## config.mk

```make
export PLATFORM = sky130hd
export DESIGN_NAME = nts_api_bridge_flat
export DESIGN_NICKNAME = d
export VERILOG_FILES = /design/src/rtl/nts_api_bridge_if.sv /design/src/rtl/nts_api_bridge.sv /design/src/flat_wrapper.sv
export SDC_FILE = /design/constraint.sdc
export NUM_CORES = 1
export LEC_CHECK = 0
export ABC_AREA = 1
export CAP_MARGIN = 10
export CORE_MARGIN = 2
export CORE_UTILIZATION = 41
export CTS_CLUSTER_SIZE = 28
export DETAILED_ROUTE_END_ITERATION = 16
export PLACE_DENSITY = 0.76
export SLEW_MARGIN = 20
export SYNTH_ARGS = -nofsm -noshare
export SYNTH_HDL_FRONTEND = slang
export SYNTH_SLANG_ARGS = --single-unit
export TNS_END_PERCENT = 1
```

## constraint.sdc

```tcl
create_clock -name i_clk -period 2.9 [get_ports i_clk]
set_input_delay 0.29 -clock i_clk [delete_from_list [all_inputs] [get_ports i_clk]]
set_output_delay 0.29 -clock i_clk [all_outputs]
set_load 0.02 [all_outputs]
```

## src/rtl/nts_api_bridge_if.sv

```systemverilog
// Host-side request/response stream plus the decoder-side API bus of nts_api_bridge.
// The master modport is the host/decoder side; the slave modport is the bridge.
interface nts_api_bridge_if;
  logic        req_valid;
  logic        req_ready;
  logic        req_we;
  logic [11:0] req_address;
  logic [31:0] req_write_data;
  logic        rsp_valid;
  logic        rsp_ready;
  logic        rsp_write;
  logic [31:0] rsp_read_data;
  logic        api_cs;
  logic        api_we;
  logic [11:0] api_address;
  logic [31:0] api_write_data;
  logic [31:0] api_read_data;

  modport master (
    output req_valid, req_we, req_address, req_write_data, rsp_ready, api_read_data,
    input  req_ready, rsp_valid, rsp_write, rsp_read_data,
    input  api_cs, api_we, api_address, api_write_data
  );

  modport slave (
    input  req_valid, req_we, req_address, req_write_data, rsp_ready, api_read_data,
    output req_ready, rsp_valid, rsp_write, rsp_read_data,
    output api_cs, api_we, api_address, api_write_data
  );
endinterface

```

## src/rtl/nts_api_bridge.sv

```systemverilog
// Single-outstanding bridge from a valid/ready request stream to the NTS API
// cs/we bus; reads hold cs for READ_LATENCY+1 cycles, writes strobe cs once.
module nts_api_bridge #(
  parameter int unsigned READ_LATENCY = 0
) (
  input  logic              i_clk,
  input  logic              i_areset,
  nts_api_bridge_if.slave   bus,
  output logic              o_busy
);
  typedef enum logic [1:0] {IDLE, ISSUE, WAIT, RESP} state_t;

  localparam logic [2:0] CNT_INIT = (READ_LATENCY > 32'd0) ? 3'(READ_LATENCY - 32'd1) : 3'd0;

  state_t      state_q, state_d;
  logic [2:0]  cnt_q, cnt_d;
  logic        hold_we_q, hold_we_d;
  logic        cs_q, cs_d;
  logic        we_q, we_d;
  logic [11:0] addr_q, addr_d;
  logic [31:0] wdata_q, wdata_d;
  logic        rsp_valid_q, rsp_valid_d;
  logic        rsp_write_q, rsp_write_d;
  logic [31:0] rsp_data_q, rsp_data_d;

  // Next-state and next-output decode for the transaction FSM
  always_comb begin
    state_d     = state_q;
    cnt_d       = cnt_q;
    hold_we_d   = hold_we_q;
    cs_d        = cs_q;
    we_d        = we_q;
    addr_d      = addr_q;
    wdata_d     = wdata_q;
    rsp_valid_d = rsp_valid_q;
    rsp_write_d = rsp_write_q;
    rsp_data_d  = rsp_data_q;
    case (state_q)
      IDLE: begin
        if (bus.req_valid) begin
          state_d   = ISSUE;
          hold_we_d = bus.req_we;
          cs_d      = 1'b1;
          we_d      = bus.req_we;
          addr_d    = bus.req_address;
          wdata_d   = bus.req_write_data;
        end else begin
          state_d = IDLE;
        end
      end
      ISSUE: begin
        if (hold_we_q) begin
          state_d     = RESP;
          cs_d        = 1'b0;
          we_d        = 1'b0;
          addr_d      = 12'd0;
          wdata_d     = 32'd0;
          rsp_valid_d = 1'b1;
          rsp_write_d = 1'b1;
          rsp_data_d  = 32'd0;
        end else if (READ_LATENCY == 32'd0) begin
          state_d     = RESP;
          cs_d        = 1'b0;
          we_d        = 1'b0;
          addr_d      = 12'd0;
          wdata_d     = 32'd0;
          rsp_valid_d = 1'b1;
          rsp_write_d = 1'b0;
          rsp_data_d  = bus.api_read_data;
        end else begin
          // Address and cs stay driven; the decoder needs a stable read window
          state_d = WAIT;
          cnt_d   = CNT_INIT;
          we_d    = 1'b0;
        end
      end
      WAIT: begin
        if (cnt_q == 3'd0) begin
          state_d     = RESP;
          cs_d        = 1'b0;
          we_d        = 1'b0;
          addr_d      = 12'd0;
          wdata_d     = 32'd0;
          rsp_valid_d = 1'b1;
          rsp_write_d = 1'b0;
          rsp_data_d  = bus.api_read_data;
        end else begin
          cnt_d = cnt_q - 3'd1;
        end
      end
      RESP: begin
        if (bus.rsp_ready) begin
          state_d     = IDLE;
          rsp_valid_d = 1'b0;
          rsp_write_d = 1'b0;
          rsp_data_d  = 32'd0;
        end else begin
          state_d = RESP;
        end
      end
      default: begin
        state_d     = IDLE;
        cnt_d       = 3'd0;
        cs_d        = 1'b0;
        we_d        = 1'b0;
        addr_d      = 12'd0;
        wdata_d     = 32'd0;
        rsp_valid_d = 1'b0;
        rsp_write_d = 1'b0;
        rsp_data_d  = 32'd0;
      end
    endcase
  end

  // State, holding and output registers; reset aborts any transaction in flight
  always_ff @(posedge i_clk or posedge i_areset) begin
    if (i_areset) begin
      state_q     <= IDLE;
      cnt_q       <= 3'd0;
      hold_we_q   <= 1'b0;
      cs_q        <= 1'b0;
      we_q        <= 1'b0;
      addr_q      <= 12'd0;
      wdata_q     <= 32'd0;
      rsp_valid_q <= 1'b0;
      rsp_write_q <= 1'b0;
      rsp_data_q  <= 32'd0;
    end else begin
      state_q     <= state_d;
      cnt_q       <= cnt_d;
      hold_we_q   <= hold_we_d;
      cs_q        <= cs_d;
      we_q        <= we_d;
      addr_q      <= addr_d;
      wdata_q     <= wdata_d;
      rsp_valid_q <= rsp_valid_d;
      rsp_write_q <= rsp_write_d;
      rsp_data_q  <= rsp_data_d;
    end
  end

  assign bus.req_ready      = (state_q == IDLE);
  assign o_busy             = (state_q != IDLE);
  assign bus.api_cs         = cs_q;
  assign bus.api_we         = we_q;
  assign bus.api_address    = addr_q;
  assign bus.api_write_data = wdata_q;
  assign bus.rsp_valid      = rsp_valid_q;
  assign bus.rsp_write      = rsp_write_q;
  assign bus.rsp_read_data  = rsp_data_q;
endmodule

```

## src/flat_wrapper.sv

```systemverilog
// flat-port wrapper written by rule: the top's interface ports become plain ports
module nts_api_bridge_flat 
#(
  parameter int unsigned READ_LATENCY = 0
)
  (i_clk, i_areset, o_busy, bus_req_valid, bus_req_we, bus_req_address, bus_req_write_data, bus_rsp_ready, bus_api_read_data, bus_req_ready, bus_rsp_valid, bus_rsp_write, bus_rsp_read_data, bus_api_cs, bus_api_we, bus_api_address, bus_api_write_data);
  nts_api_bridge_if bus_i ();
  input  logic i_clk;
  input  logic i_areset;
  output logic o_busy;
  input wire logic [$bits(bus_i.req_valid)-1:0] bus_req_valid;
  input wire logic [$bits(bus_i.req_we)-1:0] bus_req_we;
  input wire logic [$bits(bus_i.req_address)-1:0] bus_req_address;
  input wire logic [$bits(bus_i.req_write_data)-1:0] bus_req_write_data;
  input wire logic [$bits(bus_i.rsp_ready)-1:0] bus_rsp_ready;
  input wire logic [$bits(bus_i.api_read_data)-1:0] bus_api_read_data;
  output wire logic [$bits(bus_i.req_ready)-1:0] bus_req_ready;
  output wire logic [$bits(bus_i.rsp_valid)-1:0] bus_rsp_valid;
  output wire logic [$bits(bus_i.rsp_write)-1:0] bus_rsp_write;
  output wire logic [$bits(bus_i.rsp_read_data)-1:0] bus_rsp_read_data;
  output wire logic [$bits(bus_i.api_cs)-1:0] bus_api_cs;
  output wire logic [$bits(bus_i.api_we)-1:0] bus_api_we;
  output wire logic [$bits(bus_i.api_address)-1:0] bus_api_address;
  output wire logic [$bits(bus_i.api_write_data)-1:0] bus_api_write_data;
  assign bus_i.req_valid = bus_req_valid;
  assign bus_i.req_we = bus_req_we;
  assign bus_i.req_address = bus_req_address;
  assign bus_i.req_write_data = bus_req_write_data;
  assign bus_i.rsp_ready = bus_rsp_ready;
  assign bus_i.api_read_data = bus_api_read_data;
  assign bus_req_ready = bus_i.req_ready;
  assign bus_rsp_valid = bus_i.rsp_valid;
  assign bus_rsp_write = bus_i.rsp_write;
  assign bus_rsp_read_data = bus_i.rsp_read_data;
  assign bus_api_cs = bus_i.api_cs;
  assign bus_api_we = bus_i.api_we;
  assign bus_api_address = bus_i.api_address;
  assign bus_api_write_data = bus_i.api_write_data;
  nts_api_bridge #(.READ_LATENCY(READ_LATENCY)) u_core (.i_clk(i_clk), .i_areset(i_areset), .bus(bus_i), .o_busy(o_busy));
endmodule
```

==> results of run 1 <==
cells in the final DEF, fill, tap and decap left out, drive strengths merged, types with 5 or more instances in the layout:
master and instances:
nor2 34, nand4 45, dfrtp 86, nand2 301
ha 5, clkdlybuf4s50 162, nand3 6, inv 45
buf 9, clkbuf 9
through the flow:
stage / total power, mW / hold WS (ps) / cell area, sq um / worst slack, ps
2_1_floorplan: 4.45 / 411 / 4250 / 388
3_3_place_gp: 5.86 / 453 / 5920 / 922
3_5_place_dp: 5.93 / 457 / 5920 / 813
4_1_cts: 6.79 / 327 / 6110 / 738
5_1_grt: 7.25 / 364 / 6110 / 651
6_report: 6.73 / 312 / 6110 / 754
power by group through the flow:
stage	clock network [mW]	logic, mW	registers (mW)
floorplan	0	1.83	2.62
global placement	0	3.83	2.03
detailed placement	0	3.90	2.03
CTS	0.848	3.91	2.03
global route	0.892	4.26	2.09
finish	0.829	3.87	2.03
worst max-delay path, delay by kind of cell, from the launching register on:
kind                     cells  cell delay (ps)
adder cells (fa/ha/maj)      1              230
buffers and inverters        3              860
flip-flops                   1              410
flip-flops by register name, summed over array words and instances (netlist names):
name,flops
u_core.state_q,2
u_core.bus.api_we,1
u_core.bus.rsp_valid,1
u_core.bus.rsp_read_data,32
u_core.bus.api_write_data,32
u_core.hold_we_q,1
u_core.cnt_q,3
u_core.bus.api_address,12
u_core.bus.rsp_write,1
u_core.bus.api_cs,1
metal layers:
layer  up-vias  global-route usage [%]  share of wire [%]
met2       152                    32.4                 45
met3        17                    6.99                9.4
li1       2021                       -                  -
met5         -                       0                  0
met4         0                    7.42                1.4
met1      1866                    27.4                 44
area by class of cell:
| type | instances | area (sq um) | area share [%] |
|---|---|---|---|
| Tap cell | 136 | 170 | 2.79 |
| Inverter | 46 | 174 | 2.85 |
| Clock inverter | 6 | 63.8 | 1.04 |
| Multi-Input combinational cell | 397 | 1700 | 27.8 |
| Sequential cell | 86 | 2150 | 35.2 |
| Clock buffer | 9 | 124 | 2.03 |
| Timing Repair Buffer | 171 | 1730 | 28.3 |
logic make-up (layout without fill, tap and decap cells):
group | count (synthesis) | count (layout) | synth area share, %
simple gates | 388 | 388 | 37.9
compound gates | 3 | 3 | 0.353
xor+xnor | 1 | 1 | 0.206
fa+ha+maj | 5 | 5 | 1.47
buf+inv | 83 | 232 | 9.48
flops | 86 | 86 | 50.6
path summary, 6_finish.rpt:
| check | start | to | cells past startpoint |
|---|---|---|---|
| hold / removal | i_areset | u_core.cnt_q[0] | 2 |
| hold reg to reg | u_core.bus.api_we | u_core.bus.api_we | 2 |
| setup / recovery | u_core.state_q[1] | o_busy | 4 |
| setup reg to reg | u_core.state_q[0] | u_core.bus.api_address[0] | 8 |
| min in group i_clk | u_core.bus.api_we | u_core.bus.api_we | 2 |
| max in group asynchronous | i_areset | u_core.bus.api_address[4] | 3 |
==> metrics.txt, run 1 <==
top cells by count, synth=nand2_1 (300), dfrtp_1 (86), nand4_1 (45); clock share of power=12.3%; placed cell count=836; Max clock buf depth=2; DR vias=4056; clock sink total=86; WL final=11.5 mm; Finish-stage setup viols=0; CP max FO=6; flops & latches, synth=86; Hold Fails Final Rpt=0; largest area contributor in the netlist=dfrtp_1; Num CTS Buffers=9; post-DP HPWL=8.07 mm; detailed-route vias per instance=4.77; Area Overhead vs Synth=43.6%; Row Count=37; setup bufs post-CTS=0; synth top area cells=dfrtp_1 (51%), nand2_1 (26%), nand4_1 (6.6%); gr usage total=20.9%; Worst-path clk slew=90 ps; IO Port Bufs=162; Seq/Total Area, Yosys=50.6%; Tightest Pin Transition=764 ps; crit-path max cell delay=660 ps; Sw Pwr=3.08 mW; total gr overflow=0; CTS tree=built; YS warnings=0; CP startpoint kind=register; gp weighted congestion=0.845; clock root buffer=clkbuf_8; vias in the first global route=3929; Chip Height=106 um; Syn Inst Count=566; Tcrit/Tclk final=74.0%; hold buffers post-CTS=0; Post-synth EDFFs=0; core area=10200 sq um; Die ar.=11200 sq um; max frequency=0.466 GHz; Worst Hold Class=in2async; Async SR Flop Fraction=100%; Slew headroom=49.0%; Syn Std Cell Area=4250 sq um; Pins Over Slew Limit=0; # diodes=0; fin cells=851; leakage=3.24 nW; fill count=905; syn_nets=652; Peak VDD IR=0.000720 V; average instance area after synthesis=7.51 sq um; pin count of the biggest net entering global routing=47; Initial Util=41.7%; cell with the most instances after synthesis=nand2_1; CP Class=reg2out; WL/cell=13.5 um; residual DRC count=0; Worst-Skew Late Latency=360 ps; sequential power share=30.1%; RSZ-0062 raised after global routing=false; fin crit period=2150 ps; worst path required time=2610 ps; total internal power=3.64 mW; first-pass GRT wire length=18.8 mm; Clock Skew=11.0 ps; Yosys cell types=20; post_cts resized=0; CP arrival=1860 ps; combinational power share=57.6%; First-pass DRT Iterations=4; Pwr Density=1100 nW/um^2; nets@finish=797; Die X=106 um; top cell type's share of synthesized area=50.6%; Initial DRC Count=190; layout cells sized above 1=4.48%; Setup crit end kind=primary output; post-route ant nets=0; H-tree levels=3; I/O Pins=163; ys flop type=dfrtp_1; final core utilization=60.0%; Max-Cap Viols=0; worst-path cell chain=inv_1 -> ha_1 -> inv_2 -> clkdlybuf4s50_1; r2r setup slk=830 ps; Switching Fraction=45.8%; critical path's slowest cell=clkdlybuf4s50_1; final setup TNS=0 ps; status=completed; initial antenna violation count=0
Power figures use the tool's default switching activity.
==> run 2, diff against run 1 <==
--- a/config.mk
+++ b/config.mk
@@ -8,10 +8,10 @@
 export ABC_AREA = 1
 export CAP_MARGIN = 10
 export CORE_MARGIN = 2
-export CORE_UTILIZATION = 41
+export CORE_UTILIZATION = 40
 export CTS_CLUSTER_SIZE = 28
 export DETAILED_ROUTE_END_ITERATION = 16
-export PLACE_DENSITY = 0.76
+export PLACE_DENSITY = 0.77
 export SLEW_MARGIN = 20
 export SYNTH_ARGS = -nofsm -noshare
 export SYNTH_HDL_FRONTEND = slang
==> constraint.sdc (replaced) <==
create_clock -name i_clk -period 1.8 [get_ports i_clk]
set_input_delay 0.18 -clock i_clk [delete_from_list [all_inputs] [get_ports i_clk]]
set_output_delay 0.18 -clock i_clk [all_outputs]
set_load 0.02 [all_outputs]
==> run 2 against run 1 <==
Net effect: clock power increased by 70%; largest power group unchanged; flip-flop and latch count stayed put; sequential power is 61% higher; highest routed layer unchanged; non-clock buffer count up 2.
==> metrics.txt, run 2 (synthesized netlist as in run 1, its figures left out) <==
status=completed (unchanged); initial antenna violation count=0 (unchanged); Worst Hold Class=in2async (unchanged); combinational power share=58.9% (was 57.6%); detailed-route vias per instance=4.79 (was 4.77); most frequent cells in the layout=nand2_1 (300), clkdlybuf4s50_1 (160), dfrtp_1 (86) (was nand2_1 (300), clkdlybuf4s50_1 (162), dfrtp_1 (86)); most used cell, CP=nand2_1; Area Overhead vs Synth=46.4% (was 43.6%); Setup crit end kind=register (was primary output); Num CTS Buffers=9 (unchanged); CP delay by family, top=simple AND/OR/NAND/NOR gates (was buffers and inverters); hold buffers post-CTS=0 (unchanged); Hold Slack=305 ps (was 312 ps); Die X=107 um (was 106 um); final setup TNS=0 ps (unchanged); cell count of the worst reg-to-reg path=6 (was 8); vias in the first global route=3944 (was 3929); WL/cell=13.9 um (was 13.5 um); WL final=11.9 mm (was 11.5 mm); post-route ant nets=0 (unchanged); H-tree levels=3 (unchanged); nets@finish=801 (was 797); Bufs and invs on worst path=0 (was 3); CP Class=reg2reg (was reg2out); clock share of power=12.4% (was 12.3%); Sw Pwr=5.19 mW (was 3.08 mW); fin crit period=1720 ps; crit-path max cell delay=610 ps (was 660 ps); fill count=926 (was 905); total gr overflow=0 (unchanged); clock root buffer=clkbuf_8 (unchanged); reg2reg end=u_core.bus.rsp_read_data[2] (was u_core.bus.api_address[0]); total internal power=6.19 mW (was 3.64 mW); post-DP HPWL=7.94 mm (was 8.07 mm); Pwr Density=1830 nW/um^2 (was 1100 nW/um^2); clock sink total=86 (unchanged); core area=10300 sq um (was 10200 sq um); pin count of the biggest net entering global routing=87 (was 47); DR vias=4102 (was 4056); max frequency=0.583 GHz; Worst-path clk slew=90 ps (about the same); CP max FO=16 (was 6); Tcrit/Tclk final=95.3%; Initial Util=41.2% (was 41.7%); worst-path cell chain=ha_1 -> nor2_2 -> nand2_1 -> nand2_1 -> nand2_1 -> nand2_1 (was inv_1 -> ha_1 -> inv_2 -> clkdlybuf4s50_1); fin cells=856 (was 851); IO Port Bufs=162 (unchanged); sequential power share=28.7% (was 30.1%); Pins Over Slew Limit=0 (unchanged); Initial DRC Count=184 (was 190); Peak VDD IR=0.00121 V (was 0.000720 V); Switching Fraction=45.6% (was 45.8%); gp weighted congestion=0.791 (was 0.845); gr usage total=20.6% (was 20.9%); Hold Fails Final Rpt=0 (unchanged); Finish-stage setup viols=0 (unchanged); first-pass GRT wire length=19.0 mm (was 18.8 mm); layout cells sized above 1=5.28% (was 4.48%); Max clock buf depth=2 (unchanged); Row Count=37 (unchanged); Clock Skew=13.3 ps (was 11.0 ps); Worst-Skew Late Latency=350 ps (was 360 ps); CP arrival=2000 ps (was 1860 ps); I/O Pins=163 (unchanged); # diodes=0 (unchanged); CP startpoint kind=register (unchanged); residual DRC count=0 (unchanged); Die ar.=11500 sq um (was 11200 sq um); placed cell count=838 (was 836); Tightest Pin Transition=722 ps (was 764 ps); Chip Height=107 um (was 106 um); worst r2r src=u_core.state_q[0] (unchanged); worst path required time=2080 ps (was 2610 ps); Max-Cap Viols=0 (unchanged); most common cell after layout, fill and taps aside=nand2_1 (unchanged); CTS tree=built (unchanged); Slew headroom=51.8% (was 49.0%); RSZ-0062 raised after global routing=false (unchanged); critical path's slowest cell=nor2_2 (was clkdlybuf4s50_1); First-pass DRT Iterations=4 (unchanged); setup bufs post-CTS=0 (unchanged); r2r setup slk=80 ps (was 830 ps); leakage=3.30 nW (was 3.24 nW)
run 2: changes by cell type in the layout (fill, tap and decap cells not counted), moves of 2 or more:
| cell | change |
|---|---|
| clkinv_2 | -2 |
| dlygate4sd2_1 | +2 |
| buf_4 | -3 |
| buf_12 | +4 |
| inv_6 | +4 |
| clkdlybuf4s50_1 | -2 |
run 2: timing repair:
action	in CTS	in global routing
gates resized for setup	2	4
setup endpoints to repair	2	33
pin swaps	0	2
cloned	0	2
run 2: stage by stage:
stage | cell area, sq um | total power, mW | utilization, % | setup WS [ps]
floorplan | 4260 | 7.17 | - | 223
detailed placement | 5990 | 9.91 | 58.0 | 104
global route | 6220 | 12.2 | 60.3 | 8.69
global placement | 5990 | 9.77 | 58.0 | 156
finish | 6220 | 11.4 | 60.3 | 84.9
CTS | 6190 | 11.3 | 59.9 | 80.9
run 2: final cells by class:
cell class                 count  area, sq um  area share (%)
timing repair buffer         173         1790            28.8
inverter                      46          176            2.84
clock inverter                 7         78.8            1.27
clock buffer                   9          124            1.99
multi-input combinational    399         1730            27.8
sequential                    86         2150            34.6
tap                          136          170            2.73
run 2: how the worst max path moves through the flow:
stage                 startpoint                      endpoint  slack [ps]  cells after the start
2_1_floorplan  u_core.state_q[0]    u_core.bus.api_address[10]         220                     10
3_5_place_dp   u_core.state_q[0]  u_core.bus.rsp_read_data[19]         100                      7
6_report       u_core.state_q[0]   u_core.bus.rsp_read_data[2]          80                      6
3_3_place_gp     u_core.cnt_q[0]          u_core.bus.rsp_valid         160                      8
5_1_grt        u_core.state_q[0]   u_core.bus.rsp_read_data[8]           9                      6
4_1_cts        u_core.state_q[0]  u_core.bus.rsp_read_data[19]          80                      7
run 2: worst register-to-register path: cells and delay by family (launching register included):
| kind | cells | cell delay [ps] |
|---|---|---|
| adders and majority gates | 1 | 310 |
| and+or+nand+nor | 5 | 930 |
| DFF | 1 | 420 |
run 2: routing by layer:
layer  track usage (%)  up-vias  wire length [um]
met5                 0        -                 0
met3              6.75        4              1150
li1                  -     2036                 -
met4              5.38        0                72
met1              28.0     1904              5100
met2              31.8      158              5580
run 2: power groups by stage:
| stage | registers, mW | logic, mW | clock network, mW |
|---|---|---|---|
| 4_1_cts | 3.27 | 6.63 | 1.45 |
| 5_1_grt | 3.36 | 7.33 | 1.54 |
| 6_report | 3.27 | 6.69 | 1.41 |
| 2_1_floorplan | 4.22 | 2.96 | 0 |
| 3_3_place_gp | 3.26 | 6.51 | 0 |
| 3_5_place_dp | 3.29 | 6.62 | 0 |
==> run 3, diff against run 2 <==
--- a/config.mk
+++ b/config.mk
@@ -6,12 +6,12 @@
 export NUM_CORES = 1
 export LEC_CHECK = 0
 export ABC_AREA = 1
-export CAP_MARGIN = 10
+export CAP_MARGIN = 20
 export CORE_MARGIN = 2
-export CORE_UTILIZATION = 40
+export CORE_UTILIZATION = 41
 export CTS_CLUSTER_SIZE = 28
 export DETAILED_ROUTE_END_ITERATION = 16
-export PLACE_DENSITY = 0.77
+export DONT_BUFFER_PORTS = 1
 export SLEW_MARGIN = 20
 export SYNTH_ARGS = -nofsm -noshare
 export SYNTH_HDL_FRONTEND = slang
==> run 3 against run 2 <==
Net effect: sequential power is 35% higher; routed wire length is 6.1% lower; first-iteration DRC count is 93% higher; core utilization is 11 points lower; hold slack worse by 280 ps; register-to-register slack better by 60 ps; critical endpoint is now u_core.bus.rsp_read_data[1]; largest power group is now sequential cells.
==> metrics.txt, run 3 (synthesized netlist as in run 1, its figures left out) <==
Max clock buf depth=2 (unchanged); CP startpoint kind=register (unchanged); r2r setup slk=140 ps (was 80 ps); Row Count=37 (unchanged); gr usage total=20.1% (was 20.6%); GRT met3 Usage=5.88% (was 6.75%); critical path depth=7 (was 6); met2 Track Usage GR=33.9% (was 31.8%); worst-path cell chain=ha_1 -> nand2_1 -> inv_1 -> nor2_4 -> buf_12 -> nand2_1 -> nand2_1 (was ha_1 -> nor2_2 -> nand2_1 -> nand2_1 -> nand2_1 -> nand2_1); Initial Util=41.7% (was 41.2%); gp weighted congestion=0.784 (was 0.791); Hold Path Cell Cnt=4; core area=10200 sq um (was 10300 sq um); worst path required time=2090 ps (was 2080 ps); CP delay by family, top=simple AND/OR/NAND/NOR gates (unchanged); H-tree levels=3 (unchanged); Slew headroom=57.5% (was 51.8%); # diodes=0 (unchanged); cell count of the worst reg-to-reg path=7 (was 6); detailed-route vias per instance=4.97 (was 4.79); Num CTS Buffers=9 (unchanged); residual DRC count=0 (unchanged); First-pass DRT Iterations=4 (unchanged); WL/cell=15.1 um (was 13.9 um); CP arrival=1950 ps (was 2000 ps); Bufs and invs on worst path=2 (was 0); Die ar.=11200 sq um (was 11500 sq um); fin crit period=1660 ps (was 1720 ps); DR vias=3686 (was 4102); CP Class=reg2reg (unchanged); M1 GR Usage=24.4% (was 28.0%); leakage=2.88 nW (was 3.30 nW); most used cell, CP=nand2_1 (unchanged); CTS tree=built (unchanged); Area Overhead vs Synth=18.8% (was 46.4%); Worst-path clk slew=100 ps (was 90 ps); Max-Cap Viols=0 (unchanged); fin cells=742 (was 856); IO Port Bufs=0 (was 162); Power, Total=9.57 mW (was 11.4 mW); Hold Slack=22.4 ps (was 305 ps); Die X=106 um (was 107 um); Tightest Pin Transition=636 ps (was 722 ps); final setup TNS=0 ps (unchanged); gr busiest metal=met2 (unchanged); Clock Skew=15.7 ps (was 13.3 ps); Tcrit/Tclk final=92.2% (was 95.3%); nets@finish=687 (was 801); post-route ant nets=0 (unchanged); pin count of the biggest net entering global routing=47 (was 87); Pins Over Slew Limit=0 (unchanged); most frequent cells in the layout=nand2_1 (300), dfrtp_1 (86), dlygate4sd3_1 (46) (was nand2_1 (300), clkdlybuf4s50_1 (160), dfrtp_1 (86)); max frequency=0.602 GHz (was 0.583 GHz); Initial DRC Count=355 (was 184); Setup crit end kind=register (unchanged); post-DP HPWL=6.78 mm (was 7.94 mm); CP max FO=33 (was 16); total gr overflow=0 (unchanged); layout cells sized above 1=6.60% (was 5.28%); post-route setup slack=140 ps (was 84.9 ps); Worst Hold Class=in2reg (was in2async); clock root buffer=clkbuf_8 (unchanged); Pwr Density=1900 nW/um^2 (was 1830 nW/um^2); RSZ-0062 raised after global routing=false (unchanged); critical path's slowest cell=dfrtp_1 (was nor2_2); WL final=11.2 mm (was 11.9 mm); pre-CTS setup slack=60.0 ps (was 104 ps); most common cell after layout, fill and taps aside=nand2_1 (unchanged); status=completed (unchanged); Finish-stage setup viols=0 (unchanged); vias in the first global route=3638 (was 3944); crit-path max cell delay=420 ps (was 610 ps); Hold Fails Final Rpt=0 (unchanged); Chip Height=106 um (was 107 um); first-pass GRT wire length=17.9 mm (was 19.0 mm); clock sink total=86 (unchanged); initial antenna violation count=0 (unchanged); placed cell count=678 (was 838); I/O Pins=163 (unchanged); Peak VDD IR=0.00107 V (was 0.00121 V); Worst-Skew Late Latency=360 ps (was 350 ps); setup bufs post-CTS=0 (unchanged)
run 3: cell count changes in the layout (fill, tap and decap cells not counted), sizes merged:
| cell | delta |
|---|---|
| clkdlybuf4s50 | -160 |
| dlygate4sd3 | +46 |
| buf | +2 |
| dlygate4sd2 | -2 |
| bufinv | -1 |
| clkinv | +1 |
run 3: repair_timing:
action,CTS,global route
hold buffers,46,0
endpoints found under the setup margin,0,33
hold endpoints to repair,71,0
gates resized for setup,0,4
run 3: final timing paths:
check                                      start                            to
min in group asynchronous               i_areset  u_core.bus.rsp_read_data[14]
min                        bus_api_read_data[12]  u_core.bus.rsp_read_data[12]
max in group asynchronous               i_areset     u_core.bus.api_address[4]
min reg2reg                      u_core.cnt_q[1]               u_core.cnt_q[1]
max                            u_core.state_q[1]   u_core.bus.rsp_read_data[1]
max reg2reg                    u_core.state_q[1]   u_core.bus.rsp_read_data[1]
run 3: where the power goes:
| part | switching, mW | leakage, nW | internal, mW |
|---|---|---|---|
| registers | 1.64 | 1.14 | 2.77 |
| clock network | 0.794 | 0.101 | 0.548 |
| logic | 2.56 | 1.64 | 1.25 |
| total | 5.00 | 2.88 | 4.57 |
run 3: worst reg2reg max path: stages (launching register included):
cell     delay, ps
dfrtp_1        420
ha_1           310
nand2_1        260
inv_1          130
nor2_4         140
buf_12         190
nand2_1         90
nand2_1         60
run 3: layer usage:
layer  routed length (um)  vias to the layer above
met5                    0                        -
met4                  146                        0
met3                  887                       13
met2                 5520                      142
met1                 4620                     1718
li1                     -                     1813
run 3: per-stage QoR:
| step | utilization, % | area [sq um] |
|---|---|---|
| floorplan | - | 4260 |
| finish | 49.6 | 5050 |
| detailed placement | 42.8 | 4360 |
| global placement | 42.8 | 4360 |
| global route | 49.6 | 5050 |
| CTS | 49.2 | 5010 |
run 3: layout make-up:
| type | instances | area, sq um |
|---|---|---|
| Fill cell | 982 | 5130 |
| Sequential cell | 86 | 2150 |
| Multi-Input combinational cell | 399 | 1730 |
| Timing Repair Buffer | 59 | 621 |
| Inverter | 46 | 176 |
| Tap cell | 136 | 170 |
| Clock buffer | 9 | 124 |
| Clock inverter | 7 | 73.8 |
